### src/rtl/fifo_stream_adapter_if.sv
// Bundle between the FIFO read port, the stream sink and the fifo_stream_adapter.
//   fifo_empty / fifo_data : FIFO status and read data (data valid the cycle after a read)
//   fifo_r_en              : FIFO read enable, driven by the adapter
//   m_valid / m_ready      : stream handshake towards the sink
//   m_data                 : stream payload (buffer head)
//   buf_count              : words currently held in the prefetch buffer
// Modports: master = adapter side, slave = FIFO/sink side.
interface fifo_stream_adapter_if #(
  parameter int unsigned DATA_WIDTH = 8
);
  logic                  fifo_empty;
  logic [DATA_WIDTH-1:0] fifo_data;
  logic                  fifo_r_en;
  logic                  m_valid;
  logic                  m_ready;
  logic [DATA_WIDTH-1:0] m_data;
  logic [1:0]            buf_count;

  modport master (
    input  fifo_empty, fifo_data, m_ready,
    output fifo_r_en, m_valid, m_data, buf_count
  );

  modport slave (
    output fifo_empty, fifo_data, m_ready,
    input  fifo_r_en, m_valid, m_data, buf_count
  );
endinterface

### src/rtl/fifo_stream_adapter.sv
// Converts a FIFO read port (r_en/empty, one-cycle read latency) into a
// valid/ready stream through a 3-entry prefetch ring buffer.
// Ports:
//   clk    : system clock, rising edge
//   rst_n  : asynchronous active-low reset
//   flush  : synchronous clear of buffered and in-flight data
//   bus    : fifo_stream_adapter_if.master (FIFO read side + stream side + buf_count)
module fifo_stream_adapter #(
  parameter int unsigned DATA_WIDTH = 8
) (
  input  logic                   clk,
  input  logic                   rst_n,
  input  logic                   flush,
  fifo_stream_adapter_if.master  bus
);

  localparam int unsigned DEPTH = 3;
  localparam int unsigned PTR_W = 2;
  localparam int unsigned OCC_W = 3;

  logic [DATA_WIDTH-1:0] mem_q [DEPTH];
  logic [PTR_W-1:0]      rd_ptr_q;
  logic [PTR_W-1:0]      wr_ptr_q;
  logic [PTR_W-1:0]      count_q;
  logic                  inflight_q;
  logic                  valid_q;

  logic [OCC_W-1:0]      occ;
  logic                  capture;
  logic                  pop;
  logic [PTR_W-1:0]      count_next;
  logic [DATA_WIDTH-1:0] head;

  // Ring pointer increment with wrap 2 -> 0.
  function automatic logic [PTR_W-1:0] ptr_inc(input logic [PTR_W-1:0] p);
    return (p == PTR_W'(DEPTH - 1)) ? '0 : p + PTR_W'(1);
  endfunction

  // Held words plus the word in flight; reads are only issued while a slot is guaranteed.
  always_comb begin
    occ        = {1'b0, count_q} + OCC_W'(inflight_q);
    capture    = inflight_q & ~flush;
    pop        = valid_q & bus.m_ready;
    count_next = count_q + PTR_W'(capture) - PTR_W'(pop);
  end

  // Read enable depends only on registered state and the FIFO flag (no m_ready path).
  assign bus.fifo_r_en = rst_n & ~flush & ~bus.fifo_empty & (occ < OCC_W'(DEPTH));

  // Head-of-buffer select.
  always_comb begin
    head = mem_q[0];
    case (rd_ptr_q)
      2'd1:    head = mem_q[1];
      2'd2:    head = mem_q[2];
      default: ;
    endcase
  end

  assign bus.m_valid   = valid_q;
  assign bus.m_data    = head;
  assign bus.buf_count = count_q;

  // Buffer state; valid_q tracks (count != 0) as a flop of its own.
  always_ff @(posedge clk or negedge rst_n) begin
    if (!rst_n) begin
      for (int i = 0; i < DEPTH; i++) mem_q[i] <= '0;
      rd_ptr_q   <= '0;
      wr_ptr_q   <= '0;
      count_q    <= '0;
      inflight_q <= 1'b0;
      valid_q    <= 1'b0;
    end else if (flush) begin
      rd_ptr_q   <= '0;
      wr_ptr_q   <= '0;
      count_q    <= '0;
      inflight_q <= 1'b0;
      valid_q    <= 1'b0;
    end else begin
      inflight_q <= bus.fifo_r_en;
      for (int i = 0; i < DEPTH; i++) begin
        if (capture && (wr_ptr_q == PTR_W'(i))) mem_q[i] <= bus.fifo_data;
      end
      if (capture) wr_ptr_q <= ptr_inc(wr_ptr_q);
      if (pop)     rd_ptr_q <= ptr_inc(rd_ptr_q);
      count_q <= count_next;
      valid_q <= (count_next != '0);
    end
  end

  // Held plus in-flight words must never exceed the buffer depth.
  a_no_overflow: assert property (@(posedge clk) disable iff (!rst_n) occ <= OCC_W'(DEPTH));

endmodule

### src/flat_wrapper.sv
// flat-port wrapper written by rule: the top's interface ports become plain ports
module fifo_stream_adapter_flat 
#(
  parameter int unsigned DATA_WIDTH = 8
)
  (clk, rst_n, flush, bus_fifo_empty, bus_fifo_data, bus_m_ready, bus_fifo_r_en, bus_m_valid, bus_m_data, bus_buf_count);
  fifo_stream_adapter_if #(.DATA_WIDTH(DATA_WIDTH)) bus_i ();
  input  logic clk;
  input  logic rst_n;
  input  logic flush;
  input wire logic [$bits(bus_i.fifo_empty)-1:0] bus_fifo_empty;
  input wire logic [$bits(bus_i.fifo_data)-1:0] bus_fifo_data;
  input wire logic [$bits(bus_i.m_ready)-1:0] bus_m_ready;
  output wire logic [$bits(bus_i.fifo_r_en)-1:0] bus_fifo_r_en;
  output wire logic [$bits(bus_i.m_valid)-1:0] bus_m_valid;
  output wire logic [$bits(bus_i.m_data)-1:0] bus_m_data;
  output wire logic [$bits(bus_i.buf_count)-1:0] bus_buf_count;
  assign bus_i.fifo_empty = bus_fifo_empty;
  assign bus_i.fifo_data = bus_fifo_data;
  assign bus_i.m_ready = bus_m_ready;
  assign bus_fifo_r_en = bus_i.fifo_r_en;
  assign bus_m_valid = bus_i.m_valid;
  assign bus_m_data = bus_i.m_data;
  assign bus_buf_count = bus_i.buf_count;
  fifo_stream_adapter #(.DATA_WIDTH(DATA_WIDTH)) u_core (.clk(clk), .rst_n(rst_n), .flush(flush), .bus(bus_i));
endmodule
### config.mk
export PLATFORM = sky130hd
export DESIGN_NAME = fifo_stream_adapter_flat
export DESIGN_NICKNAME = d
export VERILOG_FILES = /design/src/rtl/fifo_stream_adapter_if.sv /design/src/rtl/fifo_stream_adapter.sv /design/src/flat_wrapper.sv
export SDC_FILE = /design/constraint.sdc
export NUM_CORES = 1
export LEC_CHECK = 0
export CAP_MARGIN = 20
export CORE_MARGIN = 2
export CORE_UTILIZATION = 45
export DETAILED_ROUTE_END_ITERATION = 7
export PLACE_DENSITY = 0.73
export SLEW_MARGIN = 40
export SYNTH_ARGS = -nofsm -noshare
export SYNTH_HDL_FRONTEND = slang
export SYNTH_SLANG_ARGS = --single-unit
### constraint.sdc
create_clock -name clk -period 3.3 [get_ports clk]
set_input_delay 0.825 -clock clk [delete_from_list [all_inputs] [get_ports clk]]
set_output_delay 0.825 -clock clk [all_outputs]
set_load 0.03 [all_outputs]
==> results by group <==
Status
  – Status: finished clean

Finish
  – Post-route cell area: 1893 um^2
  – Area Overhead vs Synth: 22.91%
  – Antenna Cells: 0
  – Share of the core filled with cells: 0.5718
  – Filler cell count: 310
  – Share of cells above drive strength 1: 0.2733
  – Final net count: 169

Yosys
  – Most numerous cell in the Yosys netlist: dfrtp_1
  – Mapped cell area: 1540 um^2
  – EDFF count, synth: 0
  – Async set-reset flop share out of synthesis: 1.000
  – Synth area leader: dfrtp_1
  – Post-Syn Nets: 143
  – Synth cell count leaders: dfrtp_1 (32), mux2_2 (24), a21oi_1 (15)
  – Post-synthesis sequential area ratio: 0.5199
  – Synth area leaders: dfrtp_1 (52%), mux2_2 (18%), ha_1 (5.7%)
  – Average size of a mapped cell: 12.52 um^2
  – Yosys warning count: 0
  – Mapped Cells: 123
  – Netlist cell types: 21
  – Seq cells post-synth: 32
  – Most used DFF post-synth: dfrtp_1
  – Top-area cell type share of the netlist area: 0.5199

Place
  – Port buffer count: 24
  – Final GP Congestion: 0.6981
  – HPWL Detailed: 1995 um
  – Placement Setup Slack: 0.3660 ns
  – Placed cell area: 1814 um^2

CTS
  – Max clock buf depth: 2
  – CTS sink cnt: 32
  – Clk_lat worst skew: 0.34 ns
  – H-tree levels: 2
  – Setup bufs post-CTS: 0
  – Cts bufs inserted: 5
  – Root Buffer: clkbuf_4
  – Clock transition at the registers of the reported paths: 0.09 ns
  – TritonCTS clock tree: done

Die
  – Core Rows: 21
  – Core area: 3311 um^2
  – Io pins: 25
  – Die Wd: 62.51 um
  – Die Y: 62.51 um
  – Die area: 3907 um^2
  – Initial Utilization: 0.4652

Timing
  – PnR worst setup slack: 0.2144 ns
  – Worst clock skew: 0.01423 ns
  – Setup Viol. Count Final: 0
  – Fin. Hold Viols: 0
  – Rel. slew slack: 0.5643
  – Final Max Slew Viols: 0
  – Tcrit/Tclk final: 0.9350
  – Unrepaired setup endpoints after global routing: false
  – Period minus WS final: 3.086 ns
  – Setup TNS: 0 ns
  – Fmax: 324.1 MHz
  – Worst-margin pin slew: 0.6507 ns

Pwr
  – Leakage: 0.0008486 uW
  – Tot Pwr: 1263 uW
  – VDD IR max: 0.0003095 V
  – Power density over the cells: 667.1 nW/um^2

Critical path
  – Crit end category: output pin
  – Crit path max fanout: 9
  – Worst Path Arrival: 2.26 ns
  – Startpoint types: flop
  – Slowest Stage Delay on Critical Path: 0.70 ns
  – Crit-path cells: inv_1, ha_1, a22oi_1, a21oi_1, clkdlybuf4s50_1
  – Crit Path Category: reg -> out
  – Slowest-stage cell, CP: clkdlybuf4s50_1
  – Reg-to-reg startpoint: u_core.inflight_q
  – Reg2reg path depth: 2
  – Register-to-register setup slack: 1.68 ns
  – Data required time of the worst path: 2.47 ns
  – Worst flop-to-flop path endpoint: u_core.mem_q[23]

Route
  – Initial detailed-routing violation count: 30
  – Post-route ant nets: 0
  – First-pass iteration count of the detailed router: 4
  – Drt drc: 0
  – Vias: 1,013
  – Vias per cell: 5.168
  – Routed Wire Length: 2934 um
  – Drt wl/cell: 14.97 um

Global routing
  – Pin count of the biggest net entering global routing: 33
  – Vias in the first global route: 1,073
  – First-pass GRT wire length: 4968 um
  – Initial antenna violation count: 0
  – Gr ovfl total: 0
  – All-Layer GR Usage: 0.1672

Hold path
  – Hold path endpoint: u_core.mem_q[23]
  – HP Start: u_core.mem_q[23]
  – Hold Path Depth: 1
  – Hold Crit Class: reg -> reg

Job
  – Number of max-cap violations: 0
## cells by family after synthesis
family / synth area share
buf+inv: 0.03574
xor+xnor: 0.01462
simple gates: 0.09667
compound gates: 0.1007
flops: 0.5199
fa+ha+maj: 0.05686
mux: 0.1755
## cell usage in the layout (no fill, tap or decap)
cell             synthesis  final
dfrtp_1                 32     32
mux2_2                  24     24
clkdlybuf4s50_1          0     23
a21oi_1                 15     15
nor2_1                  10     10
a22oi_1                  8      8
ha_1                     7      6
inv_1                    5      5
clkbuf_4                 0      5
buf_4                    0      3
and4bb_2                 2      2
nand2b_1                 2      2
nand3_1                  2      2
a21bo_2                  2      2
and2b_1                  1      1
and2_1                   1      1
or4b_1                   1      1
xnor3_1                  1      1
nor4b_4                  1      1
or3b_2                   1      1
nand3b_1                 1      1
ha_2                     0      1
clkinv_2                 0      1
bufinv_16                0      1
clkbuf_1                 4      1
## routing by layer
metal  vias to the layer above  track usage  wire length, um
li1                        492            -                -
met1                       492       0.2007             1358
met2                        25       0.2755             1403
met3                         4      0.05766              134
met4                         0      0.06667               38
met5                         -            0                0
## timing repair
action / 4_1_cts / 5_1_grt
hold buffers: 0 / 0
gates resized for setup: 0 / 1
endpoints found under the setup margin: 0 / 8
## report_power, final
| part | leakage, uW | internal [uW] | total [uW] | switching (uW) |
|---|---|---|---|---|
| registers | 0.000424 | 453 | 495 | 42.0 |
| logic | 0.000382 | 217 | 475 | 258 |
| clock network | 0.0000422 | 159 | 293 | 134 |
| total | 0.000849 | 829 | 1260 | 434 |
## worst max-delay path, delay by kind of cell, from the launching register on
family / cells / cell delay (ns)
adder cells (fa/ha/maj): 1 / 0.38
flip-flops: 1 / 0.40
buffers and inverters: 2 / 0.78
AO/OA/AOI/OAI: 2 / 0.37
## worst max path at each step
| stage | startpoint | end | slack [ns] | depth (start not counted) |
|---|---|---|---|---|
| floorplan | flush | bus_fifo_r_en | 0.50 | 3 |
| global placement | flush | bus_fifo_r_en | 0.38 | 4 |
| detailed placement | flush | bus_fifo_r_en | 0.37 | 4 |
| CTS | u_core.rd_ptr_q[0] | bus_m_data[6] | 0.06 | 5 |
| global route | u_core.rd_ptr_q[1] | bus_m_data[5] | 0.07 | 5 |
| finish | u_core.rd_ptr_q[1] | bus_m_data[1] | 0.21 | 5 |
## metrics by stage
step                hold WS (ns)  instances
CTS                       0.5182        196
global route              0.5368        196
finish                    0.5145        196
floorplan                 0.4811        123
global placement          0.4896        188
detailed placement        0.4962        188
## final cells by class
class                   count  area, um^2  area share
clock buffers               6       41.29     0.02181
multi-input cells          79       686.9      0.3629
flip-flops and latches     32       800.8      0.4230
well taps                  46       57.56     0.03040
clock inverters             2       35.03     0.01851
repair buffers             26       252.7      0.1335
inverters                   5       18.77    0.009914
## state kept, by name (all words and copies together) (netlist names)
signal / flops
u_core.mem_q: 24
u_core.bus.buf_count: 2
u_core.wr_ptr_q: 2
u_core.inflight_q: 1
u_core.bus.m_valid: 1
u_core.rd_ptr_q: 2
Power figures use the tool's default switching activity.
